File: src/rtl/axil_pkg.sv
// Shared definitions for the AXI-Lite master bridge.
//   state_e      : bridge FSM states
//   RESP_*       : AXI-Lite response codes
//   PROT_DEFAULT : protection attribute driven on AW/AR
package axil_pkg;

  typedef enum logic [2:0] {
    IDLE,
    WRITE,
    WRESP,
    READ_A,
    READ_D,
    DONE
  } state_e;

  localparam logic [1:0] RESP_OKAY   = 2'b00;
  localparam logic [1:0] RESP_EXOKAY = 2'b01;
  localparam logic [1:0] RESP_SLVERR = 2'b10;
  localparam logic [1:0] RESP_DECERR = 2'b11;

  localparam logic [2:0] PROT_DEFAULT = 3'b000;

endpackage

File: src/rtl/axil_master_bridge.sv
// CPU valid/ready memory port to AXI-Lite master bridge, one transaction
// outstanding at a time.
//   aclk, aresetn      : clock, async active-low reset
//   mem_*              : CPU side (wstrb==0 is a read, mem_ready is a 1-cycle pulse)
//   m_axil_aw*/w*/b*   : AXI-Lite write address / data / response channels
//   m_axil_ar*/r*      : AXI-Lite read address / data channels
//
// state  | meaning
// IDLE   | waiting for a CPU request (not while mem_ready is pulsing)
// WRITE  | AW and W presented; each valid drops on its own handshake
// WRESP  | bready high, waiting for the write response
// READ_A | arvalid high, waiting for arready
// READ_D | rready high, waiting for read data
// DONE   | response captured; mem_ready pulses on leaving this state
module axil_master_bridge
  import axil_pkg::*;
#(
  parameter int ADDR_WIDTH = 32,
  parameter int DATA_WIDTH = 32,
  parameter int STRB_WIDTH = DATA_WIDTH / 8
) (
  input  logic                  aclk,
  input  logic                  aresetn,
  input  logic                  mem_valid,
  output logic                  mem_ready,
  input  logic [ADDR_WIDTH-1:0] mem_addr,
  input  logic [DATA_WIDTH-1:0] mem_wdata,
  input  logic [STRB_WIDTH-1:0] mem_wstrb,
  output logic [DATA_WIDTH-1:0] mem_rdata,
  output logic                  mem_err,
  output logic [ADDR_WIDTH-1:0] m_axil_awaddr,
  output logic [2:0]            m_axil_awprot,
  output logic                  m_axil_awvalid,
  input  logic                  m_axil_awready,
  output logic [DATA_WIDTH-1:0] m_axil_wdata,
  output logic [STRB_WIDTH-1:0] m_axil_wstrb,
  output logic                  m_axil_wvalid,
  input  logic                  m_axil_wready,
  input  logic [1:0]            m_axil_bresp,
  input  logic                  m_axil_bvalid,
  output logic                  m_axil_bready,
  output logic [ADDR_WIDTH-1:0] m_axil_araddr,
  output logic [2:0]            m_axil_arprot,
  output logic                  m_axil_arvalid,
  input  logic                  m_axil_arready,
  input  logic [DATA_WIDTH-1:0] m_axil_rdata,
  input  logic [1:0]            m_axil_rresp,
  input  logic                  m_axil_rvalid,
  output logic                  m_axil_rready
);

  state_e                state_q, state_d;
  logic [ADDR_WIDTH-1:0] addr_q, addr_d;
  logic [DATA_WIDTH-1:0] wdata_q, wdata_d;
  logic [STRB_WIDTH-1:0] wstrb_q, wstrb_d;
  logic [DATA_WIDTH-1:0] rdata_q, rdata_d;
  logic                  awvalid_q, awvalid_d;
  logic                  wvalid_q, wvalid_d;
  logic                  arvalid_q, arvalid_d;
  logic                  bready_q, bready_d;
  logic                  rready_q, rready_d;
  logic                  aw_done_q, aw_done_d;
  logic                  w_done_q, w_done_d;
  logic                  mem_ready_q, mem_ready_d;
  logic                  mem_err_q, mem_err_d;

  logic aw_hs, w_hs;

  assign aw_hs = awvalid_q && m_axil_awready;
  assign w_hs  = wvalid_q && m_axil_wready;

  always_comb begin
    state_d     = state_q;
    addr_d      = addr_q;
    wdata_d     = wdata_q;
    wstrb_d     = wstrb_q;
    rdata_d     = rdata_q;
    awvalid_d   = awvalid_q;
    wvalid_d    = wvalid_q;
    arvalid_d   = arvalid_q;
    bready_d    = bready_q;
    rready_d    = rready_q;
    aw_done_d   = aw_done_q;
    w_done_d    = w_done_q;
    mem_ready_d = 1'b0;
    mem_err_d   = mem_err_q;

    case (state_q)
      IDLE: begin
        // mem_ready_q high means the CPU is still seeing the previous
        // completion and has not yet dropped mem_valid.
        if (mem_valid && !mem_ready_q) begin
          addr_d    = mem_addr;
          wdata_d   = mem_wdata;
          wstrb_d   = mem_wstrb;
          mem_err_d = 1'b0;
          if (|mem_wstrb) begin
            state_d   = WRITE;
            awvalid_d = 1'b1;
            wvalid_d  = 1'b1;
            aw_done_d = 1'b0;
            w_done_d  = 1'b0;
          end else begin
            state_d   = READ_A;
            arvalid_d = 1'b1;
          end
        end
      end
      WRITE: begin
        if (aw_hs) begin
          awvalid_d = 1'b0;
          aw_done_d = 1'b1;
        end
        if (w_hs) begin
          wvalid_d = 1'b0;
          w_done_d = 1'b1;
        end
        if ((aw_done_q || aw_hs) && (w_done_q || w_hs)) begin
          state_d   = WRESP;
          bready_d  = 1'b1;
          aw_done_d = 1'b0;
          w_done_d  = 1'b0;
        end
      end
      WRESP: begin
        if (bready_q && m_axil_bvalid) begin
          mem_err_d = (m_axil_bresp != RESP_OKAY);
          bready_d  = 1'b0;
          state_d   = DONE;
        end
      end
      READ_A: begin
        if (arvalid_q && m_axil_arready) begin
          arvalid_d = 1'b0;
          rready_d  = 1'b1;
          state_d   = READ_D;
        end
      end
      READ_D: begin
        if (rready_q && m_axil_rvalid) begin
          rdata_d   = m_axil_rdata;
          mem_err_d = (m_axil_rresp != RESP_OKAY);
          rready_d  = 1'b0;
          state_d   = DONE;
        end
      end
      DONE: begin
        mem_ready_d = 1'b1;
        state_d     = IDLE;
      end
      default: state_d = IDLE;
    endcase
  end

  always_ff @(posedge aclk or negedge aresetn) begin
    if (!aresetn) begin
      state_q     <= IDLE;
      addr_q      <= '0;
      wdata_q     <= '0;
      wstrb_q     <= '0;
      rdata_q     <= '0;
      awvalid_q   <= 1'b0;
      wvalid_q    <= 1'b0;
      arvalid_q   <= 1'b0;
      bready_q    <= 1'b0;
      rready_q    <= 1'b0;
      aw_done_q   <= 1'b0;
      w_done_q    <= 1'b0;
      mem_ready_q <= 1'b0;
      mem_err_q   <= 1'b0;
    end else begin
      state_q     <= state_d;
      addr_q      <= addr_d;
      wdata_q     <= wdata_d;
      wstrb_q     <= wstrb_d;
      rdata_q     <= rdata_d;
      awvalid_q   <= awvalid_d;
      wvalid_q    <= wvalid_d;
      arvalid_q   <= arvalid_d;
      bready_q    <= bready_d;
      rready_q    <= rready_d;
      aw_done_q   <= aw_done_d;
      w_done_q    <= w_done_d;
      mem_ready_q <= mem_ready_d;
      mem_err_q   <= mem_err_d;
    end
  end

  assign mem_ready      = mem_ready_q;
  assign mem_rdata      = rdata_q;
  assign mem_err        = mem_err_q;
  assign m_axil_awaddr  = addr_q;
  assign m_axil_awprot  = PROT_DEFAULT;
  assign m_axil_awvalid = awvalid_q;
  assign m_axil_wdata   = wdata_q;
  assign m_axil_wstrb   = wstrb_q;
  assign m_axil_wvalid  = wvalid_q;
  assign m_axil_bready  = bready_q;
  assign m_axil_araddr  = addr_q;
  assign m_axil_arprot  = PROT_DEFAULT;
  assign m_axil_arvalid = arvalid_q;
  assign m_axil_rready  = rready_q;

endmodule

File: config.mk
export PLATFORM = sky130hd
export DESIGN_NAME = axil_master_bridge
export DESIGN_NICKNAME = d
export VERILOG_FILES = /design/src/rtl/axil_pkg.sv /design/src/rtl/axil_master_bridge.sv
export SDC_FILE = /design/constraint.sdc
export NUM_CORES = 1
export LEC_CHECK = 0
export ABC_AREA = 1
export BUFFER_PORTS_ARGS = -buffer_cell sky130_fd_sc_hd__buf_2
export CAP_MARGIN = 25
export CORE_UTILIZATION = 45
export CTS_CLUSTER_SIZE = 12
export DETAILED_ROUTE_END_ITERATION = 10
export HOLD_SLACK_MARGIN = 0.1
export PLACE_DENSITY_LB_ADDON = 0.25
export SYNTH_ARGS = -nofsm -noshare
export SYNTH_HDL_FRONTEND = slang
export SYNTH_SLANG_ARGS = --single-unit
File: constraint.sdc
create_clock -name aclk -period 1.6 [get_ports aclk]
set_clock_uncertainty 0.05 [all_clocks]
set_input_delay 0.4 -clock aclk [delete_from_list [all_inputs] [get_ports aclk]]
set_output_delay 0.4 -clock aclk [all_outputs]
set_load 0.05 [all_outputs]
# After elaboration in Yosys (flattened, before gate mapping)
# Index checks and enable logic that the tools add are counted.
[op_classes] n_eq_ne=16 reduce_logical=30 n_mux=36
[op_table] operator="$reduce_and A4 Y1" count=6
[op_table] operator="$mux W1" count=21
[op_table] operator="$ne A2 B2 Y1 const B" count=9
[op_table] operator="$mux W3" count=5
[op_table] operator="$pmux W3 S5" count=1
[op_table] operator="$pmux W1 S2" count=7
[op_table] operator="$reduce_bool A2 Y1" count=6
[op_table] operator="$logic_and A1 B1 Y1" count=7
[op_table] operator="$eq A3 B2 Y1 const B" count=2
[op_table] operator="$eq A3 B3 Y1 const B" count=2
[op_table] operator="$ne A3 B3 Y1 const B" count=2
[op_table] operator="$reduce_and A3 Y1" count=2
[op_table] operator="$reduce_and A5 Y1" count=1
[op_table] operator="$reduce_and A2 Y1" count=2
[op_table] operator="$reduce_or A4 Y1" count=1
[op_table] operator="$eq A3 B1 Y1 const B" count=1
[op_table] operator="$logic_not A3 Y1" count=1
[op_table] operator="$pmux W1 S3" count=1
[op_table] operator="$reduce_bool A3 Y1" count=1
[op_table] operator="$logic_or A1 B1 Y1" count=2
[op_table] operator="$mux W2" count=1
[op_table] operator="$logic_not A1 Y1" count=1
[word_totals] ff_bits=112 input_bits=112

# Longest topological paths before layout
# Gate-level depths: netlist of run 1.
[logic_depth] ltp_word=5 mapped_depth=9

# Least setup slack after synthesis of run 1
# No wires, ideal clock.
[synth_path] kind="register -> register" startpoint="register mem_ready_q, in the netlist mem_ready" endpoint="register awvalid_q, in the netlist m_axil_awvalid" required_time_ns=1.431 t_arrival_ns=1.351 synth_period_minus_slack_ns=1.520 setup_time_ns=0.119 stages_incl_launch_ff=9 slack_ns=0.080 cell_sequence="dfrtp_1 -> inv_1 -> nand2_1 -> nand3_1 -> nand2_1 -> nor2_1 -> nand2_1 -> nand2_1 -> nand2_1"
[synth_via] elab_chain_cells=4
[synth_rtl] element="start: declaration" line="axil_master_bridge.sv:64" source="logic mem_ready_q, mem_ready_d;"
[synth_rtl] element="start signal: assignment" line="axil_master_bridge.sv:184" source="mem_ready_q <= mem_ready_d;"
[synth_rtl] element="$logic_not A1 Y1" line="axil_master_bridge.sv:92" source="if (mem_valid && !mem_ready_q) begin"
[synth_rtl] element="$logic_and A1 B1 Y1" line="axil_master_bridge.sv:92"
[synth_rtl] element="$ne A2 B2 Y1 (no line)"
[synth_rtl] element="$reduce_and A4 Y1 (no line)"
[synth_rtl] element="end signal: assignment" line="axil_master_bridge.sv:177" source="awvalid_q <= awvalid_d;"
[synth_rtl] element="end: declaration" line="axil_master_bridge.sv:57" source="logic awvalid_q, awvalid_d;"
# No other way between the ends.
# A chain may end at the register's enable or synchronous reset.

# Worst setup path in the final report of run 1
[layout_path] startpoint="register arvalid_q, in the netlist m_axil_arvalid" endpoint="output port m_axil_arvalid"
[layout_lines] element="start: declaration" line="axil_master_bridge.sv:59" source="logic arvalid_q, arvalid_d;"
[layout_lines] element="start signal: assignment" line="axil_master_bridge.sv:179" source="arvalid_q <= arvalid_d;"
[layout_lines] element="end: declaration" line="axil_master_bridge.sv:44" source="output logic m_axil_arvalid,"
# No word-level cell between the ends.

==> results of run 1 <==
[layer usage]
metal | GRT usage, % | vias to the layer above | share of wire [%]
li1 | - | 2109 | -
met1 | 24.7 | 1894 | 41
met2 | 34.8 | 171 | 50
met3 | 4.78 | 19 | 6.9
met4 | 8.23 | 2 | 1.9
met5 | 0 | - | 0.098
[power breakdown]
| group | internal, uW | total (uW) | switching, uW |
|---|---|---|---|
| clock | 553 | 1470 | 916 |
| combinational | 120 | 269 | 149 |
| sequential | 2830 | 2830 | 0 |
| total | 3500 | 4570 | 1070 |
[cell families (layout without fill, tap and decap cells)]
kind of cell | after synthesis | count (layout) | share of synthesized area (%)
compound gates | 76 | 76 | 7.88
buf+inv | 138 | 351 | 14.8
flops | 112 | 112 | 57.7
other cells | 1 | 7 | 0.0771
simple gates | 243 | 243 | 19.6
[stage by stage]
step           worst slack (ps)  cells  util (%)
6_report                    116    925      59.1
3_5_place_dp                158    909      57.4
2_1_floorplan              80.1    575         -
4_1_cts                    89.0    924      59.0
5_1_grt                   -2.68    925      59.1
3_3_place_gp                196    909      57.4
[state kept, by name, indices dropped and copies added (netlist names), 3 cells and up]
register / flops
mem_rdata: 32
state_q: 3
m_axil_araddr: 32
m_axil_wdata: 32
m_axil_wstrb: 4
[how the worst min path moves through the flow]
stage / from / endpoint / slack (ps) / cells after the start
after global routing: m_axil_rdata[24] / mem_rdata[24]$_DFFE_PN0P_ / 160 / 3
after CTS: m_axil_rdata[25] / mem_rdata[25]$_DFFE_PN0P_ / 160 / 3
after detailed placement: aresetn / m_axil_araddr[0]$_DFFE_PN0P_ / 270 / 1
after floorplan: aresetn / aw_done_q$_DFFE_PN0P_ / 50 / 0
after global placement: aresetn / m_axil_araddr[5]$_DFFE_PN0P_ / 270 / 1
final: m_axil_rdata[25] / mem_rdata[25]$_DFFE_PN0P_ / 180 / 3
[cell usage after synthesis]
cell        n
nand3_4     1
buf_2      10
nor2_4      1
nor2_1     13
conb_1      1
a21oi_1     2
o21ai_0    33
o21a_1      1
dfrtp_1   112
inv_2       2
nand2_1   214
buf_4      38
buf_6       6
o21ai_1    40
inv_1      76
nand3_1    12
clkbuf_1    6
nand4_1     1
nor2_2      1
[repair_timing]
action / 4_1_cts / 5_1_grt
hold buffers: 1 / 0
endpoints found under the hold margin: 21 / 0
gates resized for setup: 0 / 1
endpoints found under the setup margin: 0 / 10
[area by class of cell]
| cell class | count | area [um2] | area share, % |
|---|---|---|---|
| antenna | 1 | 2.50 | 0.0407 |
| tap | 136 | 170 | 2.77 |
| clock buffer | 9 | 124 | 2.01 |
| timing repair buffer | 259 | 1370 | 22.2 |
| inverter | 78 | 293 | 4.76 |
| clock inverter | 5 | 35.0 | 0.570 |
| sequential | 112 | 2800 | 45.6 |
| multi-input combinational | 325 | 1360 | 22.1 |
==> flow_summary.yaml, run 1 <==
setup_path:
  cp.buffers_inverters: 1
  r2r-end: "mem_rdata[7]$_DFFE_PN0P_"
  crit_slowest_cell: "dfrtp_1"
  crit_required_ps: 1150
  timing.rr.start: "state_q[0]$_DFFE_PN0P_"
  cp_cell_sequence: "buf_2"
  cp_num_cells: 1
  endpoint: "m_axil_arvalid"
  cp-startpoint: "m_axil_arvalid$_DFFE_PN0P_"
  crit_type: "reg -> out"
  slowest_delay_ps: 390
  reg2reg_slack_ps: 160
  cp.arrival_ps: 1030
  crit_fanout: 3
  critPathCaptureType: "output pin"
  r2r_cells: 6
  cpLargestDelayFamily: "flip-flops"
  setup.worst_path.start_class: "register"
drt:
  via_count: 4195
  post_drt_wl_per_cell_um: 12.1
  ant_nets: 0
  routed_via_density: 4.54
  drt_iter0_drc: 174
  dr.pass1.iters: 4
  routed_wl_um: 11200
  remaining_drc_errors: 0
grt:
  antenna_found_initial: 2
  grt_max_degree: 107
  grt.total_usage_pct: 20.3
  grt_pass1_wl_um: 18000
  grt_pass1_vias: 3768
  grt_overflow_total: 0
pwr:
  power.leakage_uw: 0.00393
  vdd_drop_max_mv: 0.368
  power.density_nw_per_um2: 743
  p_total_uw: 4570
die:
  num_io_pins: 257
  core-area_um2: 10400
  floorplan.initialDensity_pct: 46.7
  die_w_um: 106
  fp.dieH_um: 106
  die_area_um2: 11200
  row_count: 37
logic_synthesis:
  synth.largest_area_cell: "dfrtp_1"
  yosysTopAreaCellShare_pct: 57.7
  ys_types: 19
  syn_area_um2: 4860
  seq_area_frac_synth_pct: 57.7
  ys.warnings.count: 0
  yosys-top-cells-area: "dfrtp_1 (58%), nand2_1 (17%), buf_4 (5.9%)"
  ys_ff_latch: 112
  synth_area_per_cell_um2: 8.53
  syn_inst: 570
timing:
  final-max-slew-violation-count: 0
  maxClockFrequency_mhz: 674
  finalSetupTns_ps: 0
  holdWs_ps: 178
  rsz0062_at_grt: "true"
  hold_viol: 0
  period_minus_slack_ps: 1480
  fin_crit_sh_pct: 92.7
  finalSetupViolCount: 0
place:
  dpl.hpwl_um: 8460
  placed_area_um2: 5980
  routabilityCongestion: 0.875
  port_buffers: 250
final_layout:
  drive_gt1_share_pct: 35.2
  nNetsFinal: 897
  final_common_cell: "buf_2"
  final_area_um2: 6150
  fill_cells: 979
  area_delta_synth_final_pct: 26.5
  layout_common_cells: "buf_2 (249), nand2_1 (214), dfrtp_1 (112), inv_1 (76), o21ai_1 (40)"
run:
  cap_violations: 0
clock_network:
  postCtsSetupBuffers: 0
  htreeDepth: 3
  root_buffer: "clkbuf_8"
  clock-sinks: 112
  cts_tree: "built"
  cts_buffers: 9
  cts.clk_slew.worst_paths_ps: 100
  insertion_delay_ps: 360
  cts_buffer_depth: 2
hold_path:
  hold_class: "in -> reg"
outcome:
  status: "completed"
(Power assumes the default switching activity.)
==> run 2, diff against run 1 <==
--- a/config.mk
+++ b/config.mk
@@ -9,10 +9,12 @@
 export BUFFER_PORTS_ARGS = -buffer_cell sky130_fd_sc_hd__buf_2
 export CAP_MARGIN = 25
 export CORE_UTILIZATION = 45
+export CTS_BUF_LIST = sky130_fd_sc_hd__clkbuf_4 sky130_fd_sc_hd__clkbuf_8 sky130_fd_sc_hd__clkbuf_16
 export CTS_CLUSTER_SIZE = 12
 export DETAILED_ROUTE_END_ITERATION = 10
 export HOLD_SLACK_MARGIN = 0.1
 export PLACE_DENSITY_LB_ADDON = 0.25
+export REMOVE_ABC_BUFFERS = 1
 export SYNTH_ARGS = -nofsm -noshare
 export SYNTH_HDL_FRONTEND = slang
 export SYNTH_SLANG_ARGS = --single-unit
==> run 2 against run 1 <==
Combinational power is 2% higher. Register-to-register slack worse by 40 ps. Non-clock buffer count is 1 higher. Final cell count is 0.22% lower. Sequential cell count stayed put. Via count is 0.64% lower. Count of clock-buffer cells in the layout is 2 higher. Hold slack better by 11 ps. Sequential power hardly changed. First-iteration DRC count is 38% higher. Clock power hardly changed.
==> flow_summary.yaml, run 2 (synthesis gave the netlist of run 1 again) <==
grt:
  grt.total_usage_pct: 20.2
  antenna_found_initial: 0
  grt_pass1_vias: 3945
  grt_pass1_wl_um: 18200
  grt_overflow_total: 0
  grt_max_degree: 137
clock_network:
  insertion_delay_ps: 350
  cts_tree: "built"
  cts_buffer_depth: 2
  root_buffer: "clkbuf_8"
  htreeDepth: 3
  postCtsSetupBuffers: 0
  cts_buffers: 9
  clock-sinks: 112
  cts.clk_slew.worst_paths_ps: 100
final_layout:
  final_common_cell: "buf_2"
  fin_util_pct: 59.4
  drive_gt1_share_pct: 35.3
  stdcell_count: 923
  area_delta_synth_final_pct: 27.3
  n_antenna_cell: 0
  fill_cells: 961
  nNetsFinal: 898
  layout_common_cells: "buf_2 (249), nand2_1 (214), dfrtp_1 (112), inv_1 (76), o21ai_1 (40)"
drt:
  remaining_drc_errors: 0
  met3WireLength_um: 602
  routed_via_density: 4.52
  dr.pass1.iters: 4
  ant_nets: 0
  post_drt_wl_per_cell_um: 12.3
  drt_iter0_drc: 240
  top_layer: "met4"
  met1_length_um: 4760
  routed_wl_um: 11400
  wl_met2_um: 5710
  via_count: 4168
timing:
  maxClockFrequency_mhz: 669
  finalSetupTns_ps: 0
  period_minus_slack_ps: 1490
  rsz0062_at_grt: "false"
  slew_headroom_pct: 66.2
  finalSetupViolCount: 0
  fin_crit_sh_pct: 93.4
  final-max-slew-violation-count: 0
  tightestPinTransition_ps: 506
  hold_viol: 0
place:
  routabilityCongestion: 0.823
  port_buffers: 250
  dp_cells: 909
  dpl.hpwl_um: 8300
die:
  fp.dieH_um: 106
  die_area_um2: 11200
  floorplan.initialDensity_pct: 46.7
  die_w_um: 106
  core-area_um2: 10400
  num_io_pins: 257
  row_count: 37
setup_path:
  cp.arrival_ps: 1040
  critPathCaptureType: "output pin"
  setup.worst_path.start_class: "register"
  crit_fanout: 3
  cp.buffers_inverters: 1
  cpLargestDelayFamily: "flip-flops"
  crit_type: "reg -> out"
  crit_slowest_cell: "dfrtp_1"
  cp_cell_sequence: "buf_2"
  slowest_delay_ps: 410
  cp-startpoint: "m_axil_araddr[12]$_DFFE_PN0P_"
  timing.rr.start: "state_q[1]$_DFFE_PN0P_"
  crit_required_ps: 1150
pwr:
  vdd_drop_max_mv: 0.330
  p_total_uw: 4540
  power.leakage_uw: 0.00395
  power.density_nw_per_um2: 733
hold_path:
  worstHoldStart: "m_axil_rdata[13]"
  hold_class: "in -> reg"
run:
  cap_violations: 0
outcome:
  status: "completed"
==> run 2: layer usage <==
layer  GRT usage (%)  up-vias
met5               0        -
met4            9.42        0
met3            3.74       23
met2            34.5      140
met1            24.9     1895
li1                -     2110
==> run 2: worst min-delay path, cell delays in order <==
cell     delay (ps)
buf_2            70
nand2_1          40
nand2_1          50
==> run 2: cell type report <==
class / instances / area (um2) / area share (%)
multi-input combinational: 325 / 1360 / 22.0
inverter: 78 / 293 / 4.73
sequential: 112 / 2800 / 45.3
clock inverter: 1 / 7.51 / 0.121
clock buffer: 11 / 145 / 2.35
timing repair buffer: 260 / 1410 / 22.7
tap: 136 / 170 / 2.75
==> run 2: power by group <==
| part | internal (uW) | total, uW | switching [uW] |
|---|---|---|---|
| logic | 122 | 275 | 153 |
| clock network | 595 | 1440 | 841 |
| registers | 2830 | 2830 | 0 |
| total | 3540 | 4540 | 994 |
==> run 2: path summary, 6_finish.rpt <==
check	to	slack, ps	cells after the start
max	m_axil_araddr[12]	110	1
min	mem_rdata[13]$_DFFE_PN0P_	190	3
max reg2reg	m_axil_wstrb[0]$_DFFE_PN0P_	120	7
min reg2reg	mem_err$_DFFE_PN0P_	420	2
max in group asynchronous	m_axil_wdata[14]$_DFFE_PN0P_	520	3
min in group asynchronous	mem_rdata[5]$_DFFE_PN0P_	440	2
==> run 2: stage by stage <==
stage / setup slack (ps) / hold slack (ps) / area, um2
2_1_floorplan: -569 / 54.4 / 4450
6_report: 105 / 190 / 6190
4_1_cts: 84.6 / 163 / 6150
3_5_place_dp: 149 / 276 / 5990
3_3_place_gp: 185 / 272 / 5990
5_1_grt: 21.1 / 182 / 6190
==> run 2: repair_timing <==
item / CTS / global route
resized for setup: 0 / 3
hold endpoints to repair: 20 / 0
setup endpoints to repair: 0 / 17
hold buffers: 1 / 0
